<file path="config.mk">
export PLATFORM = sky130hd
export DESIGN_NAME = mem_arbiter
export DESIGN_NICKNAME = d
export VERILOG_FILES = /design/src/rtl/mem_arbiter.sv
export SDC_FILE = /design/constraint.sdc
export NUM_CORES = 1
export LEC_CHECK = 0
export BUFFER_PORTS_ARGS = -buffer_cell sky130_fd_sc_hd__buf_2
export CAP_MARGIN = 20
export CORE_ASPECT_RATIO = 1.75
export CORE_MARGIN = 1
export CORE_UTILIZATION = 35
export CTS_BUF_LIST = sky130_fd_sc_hd__clkbuf_2 sky130_fd_sc_hd__clkbuf_4 sky130_fd_sc_hd__clkbuf_8
export DETAILED_ROUTE_END_ITERATION = 12
export PLACE_DENSITY = 0.66
export SETUP_SLACK_MARGIN = 0.2
export SYNTH_ARGS = -nofsm -noshare
export SYNTH_HDL_FRONTEND = slang
export SYNTH_SLANG_ARGS = --single-unit
</file>
<file path="constraint.sdc">
create_clock -name clk -period 6.9 [get_ports clk]
set_input_delay 0.345 -clock clk [delete_from_list [all_inputs] [get_ports clk]]
set_output_delay 0.345 -clock clk [all_outputs]
set_load 0.005 [all_outputs]
</file>
<file path="src/rtl/mem_arbiter.sv">
// Two-client (fetch / load-store) arbiter onto a single-outstanding unified memory port.
// Requests are latched on grant; completion data is registered and pulsed for one cycle.
module mem_arbiter #(
   parameter bit DATA_FIRST = 1'b1
) (
   input  logic        clk,
   input  logic        rst,
   // instruction client
   input  logic        inst_req,
   input  logic [31:0] inst_addr,
   output logic [31:0] inst_rdata,
   output logic        inst_data_ok,
   // data client
   input  logic        data_req,
   input  logic [3:0]  data_wen,
   input  logic [31:0] data_addr,
   input  logic [31:0] data_wdata,
   output logic [31:0] data_rdata,
   output logic        data_data_ok,
   // unified memory
   output logic        mem_req,
   output logic [3:0]  mem_wen,
   output logic [31:0] mem_addr,
   output logic [31:0] mem_wdata,
   input  logic        mem_addr_ok,
   input  logic        mem_data_ok,
   input  logic [31:0] mem_rdata,
   output logic        stall
);

   typedef enum logic [2:0] {
      IDLE   = 3'd0,
      I_ADDR = 3'd1,
      I_WAIT = 3'd2,
      D_ADDR = 3'd3,
      D_WAIT = 3'd4
   } state_e;

   state_e      state_q, state_d;

   logic [3:0]  mem_wen_q;
   logic [31:0] mem_addr_q, mem_wdata_q;
   logic [31:0] inst_rdata_q, data_rdata_q;
   logic        inst_data_ok_q, data_data_ok_q;

   logic        inst_grantable, data_grantable;
   logic        pick_inst, pick_data;
   logic        grant_inst, grant_data;
   logic        done_inst, done_data;

   // A client whose completion pulse is showing still holds its old request high.
   assign inst_grantable = inst_req & ~inst_data_ok_q;
   assign data_grantable = data_req & ~data_data_ok_q;
   assign pick_data      = data_grantable & (DATA_FIRST | ~inst_grantable);
   assign pick_inst      = inst_grantable & ~pick_data;

   // ---------------------------------------------------------------- state register
   always_ff @(posedge clk or posedge rst) begin
      if (rst) state_q <= IDLE;
      else     state_q <= state_d;
   end

   // ---------------------------------------------------------------- next state
   always_comb begin
      state_d = state_q;
      case (state_q)
         IDLE: begin
            if (pick_data)      state_d = D_ADDR;
            else if (pick_inst) state_d = I_ADDR;
         end
         I_ADDR: begin
            // accept and return in the same cycle counts as completion
            if (mem_addr_ok) state_d = mem_data_ok ? IDLE : I_WAIT;
         end
         I_WAIT: begin
            if (mem_data_ok) state_d = IDLE;
         end
         D_ADDR: begin
            if (mem_addr_ok) state_d = mem_data_ok ? IDLE : D_WAIT;
         end
         D_WAIT: begin
            if (mem_data_ok) state_d = IDLE;
         end
         default: state_d = IDLE;
      endcase
   end

   // ---------------------------------------------------------------- outputs
   always_comb begin
      mem_req    = 1'b0;
      grant_inst = 1'b0;
      grant_data = 1'b0;
      done_inst  = 1'b0;
      done_data  = 1'b0;
      case (state_q)
         IDLE: begin
            grant_inst = pick_inst;
            grant_data = pick_data;
         end
         I_ADDR: begin
            mem_req   = 1'b1;
            done_inst = mem_addr_ok & mem_data_ok;
         end
         I_WAIT: done_inst = mem_data_ok;
         D_ADDR: begin
            mem_req   = 1'b1;
            done_data = mem_addr_ok & mem_data_ok;
         end
         D_WAIT: done_data = mem_data_ok;
         default: ;
      endcase
   end

   // ---------------------------------------------------------------- request latch
   always_ff @(posedge clk or posedge rst) begin
      if (rst) begin
         mem_wen_q   <= 4'b0000;
         mem_addr_q  <= 32'h0;
         mem_wdata_q <= 32'h0;
      end else if (grant_data) begin
         mem_wen_q   <= data_wen;
         mem_addr_q  <= data_addr;
         mem_wdata_q <= data_wdata;
      end else if (grant_inst) begin
         mem_wen_q   <= 4'b0000;
         mem_addr_q  <= inst_addr;
         mem_wdata_q <= 32'h0;
      end
   end

   // ---------------------------------------------------------------- completion
   always_ff @(posedge clk or posedge rst) begin
      if (rst) begin
         inst_rdata_q   <= 32'h0;
         data_rdata_q   <= 32'h0;
         inst_data_ok_q <= 1'b0;
         data_data_ok_q <= 1'b0;
      end else begin
         inst_data_ok_q <= done_inst;
         data_data_ok_q <= done_data;
         if (done_inst) inst_rdata_q <= mem_rdata;
         if (done_data) data_rdata_q <= mem_rdata;
      end
   end

   assign mem_wen      = mem_wen_q;
   assign mem_addr     = mem_addr_q;
   assign mem_wdata    = mem_wdata_q;
   assign inst_rdata   = inst_rdata_q;
   assign data_rdata   = data_rdata_q;
   assign inst_data_ok = inst_data_ok_q;
   assign data_data_ok = data_data_ok_q;

   assign stall = (inst_req & ~inst_data_ok_q) | (data_req & ~data_data_ok_q);

endmodule

</file>
==> metrics.cfg <==
[yosys]
syn-num-nets = 540
netlist_top_cells_area = dfrtp_1 59%, mux2_1 5.6%, mux2_2 5.6%
syn_avg_cell_area_um2 = 14.39
synth-seq-cells = 137
synthTopCellsByCount = 137 x dfrtp_1, 36 x a22o_1, 33 x o31ai_1, 32 x or3b_2, 31 x a2bb2oi_1
yosys_warnings = 0
synth.most_common_cell = dfrtp_1
synth-async-reset-ratio_pct = 100.0
syn_area_um2 = 5786
yosysSeqAreaShare_pct = 59.26
synth_edf_count = 0
yosys.area.top_type_share_pct = 59.26
yosysTopAreaCell = dfrtp_1
synth_ff_type = dfrtp_1
ys_types = 34
synth_cells = 402

[power]
powerDensity_nw_per_um2 = 435.7
power_mw = 3.340
vdd_drop_max_mv = 0.1841
leakagePower_nw = 3.792

[route]
finalWirelength_um = 15560
drt-pass1-iter-count = 4
drt_iter0_drc = 141
drc_errors = 0
ant_nets = 0
vias = 4487
viasPerCell = 5.146
wl_per_cell_um = 17.84

[sta]
finClkSkew_ns = 0.01629
period_share_pct = 35.29
tightest_slew_ns = 0.9162
hold_violations = 0
slew_viol_final = 0
rsz0062_at_grt = no
slew_headroom_pct = 38.92
min_period_ns = 2.435
fmax_mhz = 410.7
finalSetupViolations = 0
tns_ns = 0

[placement]
port_buffers = 273
gp_congestion = 0.7969
dp_hpwl_um = 11410

[global_routing]
grt_start_max_net_pins = 73
grt_usage_pct = 17.91
first_global_vias = 4649
grt_first_pass_wirelength_um = 23690
grt-ovfl-total = 0
antenna_found_initial = 3

[worst_setup_path]
cp.arrival_ns = 2.75
critPathBufInv = 2
start_kind = register
slowest_delay_ns = 0.68
crit_fanout = 37
crit_family = flip-flops
r2r_setup_slack_ns = 4.47
r2r_start = data_data_ok
critical_path_class = register to register
critPathCaptureType = register
path_cells = nor2b_2 > buf_4 > o21ai_2 > buf_4 > a22o_1
r2r-end = mem_wdata[13]
crit_slowest_cell = dfrtp_1
reg2regPathDepth = 5
path_common_cell = buf_4
worst_ep_required_time_ns = 7.21

[floorplanning]
fp.dieH_um = 172.1
top_level_ports = 274
start_util_pct = 36.10
core-area_um2 = 16030
die_w_um = 99.19
num_rows = 61
die-area_um2 = 17070

[clock_network]
clk_pin_slew_ns = 0.09
hold_buffers = 1
cts_max_path_buffers = 2
cts_buffers = 17
cts-htree-levels = 4
cts_sinks = 137
cts_setup_buffers = 0
insertion_delay_ns = 0.43
root_buffer = clkbuf_8
cts_resized = 0
tritoncts = built

[status]
status = finished clean

[min_path]
holdPathStages = 2
hold_path.class = input port to register
worstHoldEndpoint = mem_wdata[28]
min_from = data_wdata[28]

[layout]
drive_above_1_share_pct = 57.35
syn2layout_area_growth_pct = 32.50
nets = 805

[run]
max-cap-violations = 0

## sequential cells by signal, indices dropped and copies added (netlist names)
signal        cells
data_rdata       32
inst_rdata       32
mem_addr         32
mem_wdata        32
mem_wen           4
state_q           3
data_data_ok      1
inst_data_ok      1
## per-layer routing
metal	up-vias	global-route usage, %	wire length [um]
li1	2049	-	-
met1	2231	20.59	6030
met2	173	30.47	8124
met3	34	4.568	820
met4	0	9.847	580
met5	-	0	0
## worst reg2reg max path, stage by stage, from the launching register on
cell and delay, ns:
dfrtp_1 0.68, nor2b_2 0.69, buf_4 0.36, o21ai_2 0.09, buf_4 0.27, a22o_1 0.25
## cells by family after synthesis
group	synth area share [%]
AND/OR/NAND/NOR	7.439
multiplexers	13.02
AO/OA/AOI/OAI	15.87
XOR/XNOR	0.1514
flip-flops	59.26
buffers and inverters	4.260
## where the power goes
| part | total, mW | internal (mW) | switching [mW] |
|---|---|---|---|
| Sequential | 1.40 | 1.18 | 0.225 |
| Combinational | 1.29 | 0.713 | 0.573 |
| Clock | 0.649 | 0.300 | 0.349 |
## through the flow
step           utilization, %  cells  worst slack, ns  hold slack (ns)  instance area [um^2]
6_report                47.83    872            4.465           0.1324                  7666
5_1_grt                 47.80    870            4.261          0.09320                  7661
4_1_cts                 47.78    869            4.470          0.09983                  7659
3_5_place_dp            45.30    836            4.442           0.4586                  7261
3_3_place_gp            44.96    834            4.528           0.4452                  7206
2_1_floorplan               -    402            2.887           0.4114                  5786
## worst max path at each step
stage | startpoint | end | slack, ns | cells after the start
after floorplan | rst | data_data_ok | 2.89 | 1
after global placement | data_req | mem_wdata[29] | 4.53 | 6
after detailed placement | data_req | mem_wdata[14] | 4.44 | 6
after CTS | data_data_ok | mem_wdata[13] | 4.47 | 5
after global routing | data_data_ok | mem_wdata[5] | 4.26 | 5
final | data_data_ok | mem_wdata[13] | 4.47 | 5
## final cells by class
cell class                      count  area, um^2
Multi-Input combinational cell    227        2121
Antenna cell                        3       7.507
Clock buffer                       17       234.0
Timing Repair Buffer              281        1469
Sequential cell                   137        3428
Tap cell                          189       236.5
Inverter                            3       16.27
Fill cell                        1463        8362
Clock inverter                     15       153.9
## placed cells by master (no fill, tap or decap), drive strengths merged
cell	Yosys	routed
buf	22	280
dfrtp	137	137
mux2	64	64
a22o	36	36
o31ai	33	33
or3b	32	32
a2bb2oi	32	32
clkbuf	13	17
inv	3	13
nand2b	6	6
nor2	4	4
o21ai	4	4
diode	0	3
nand3b	2	2
a21oi	2	2
nand2	2	2
clkinvlp	0	2
nor2b	2	2
nor3	2	2
clkinv	0	2
or3	1	1
nor3b	1	1
and4b	1	1
o311ai	1	1
xnor2	1	1
mux2i	1	1
bufinv	0	1
dlygate4sd3	0	1
Note: power is estimated with default switching activity, not from simulation.
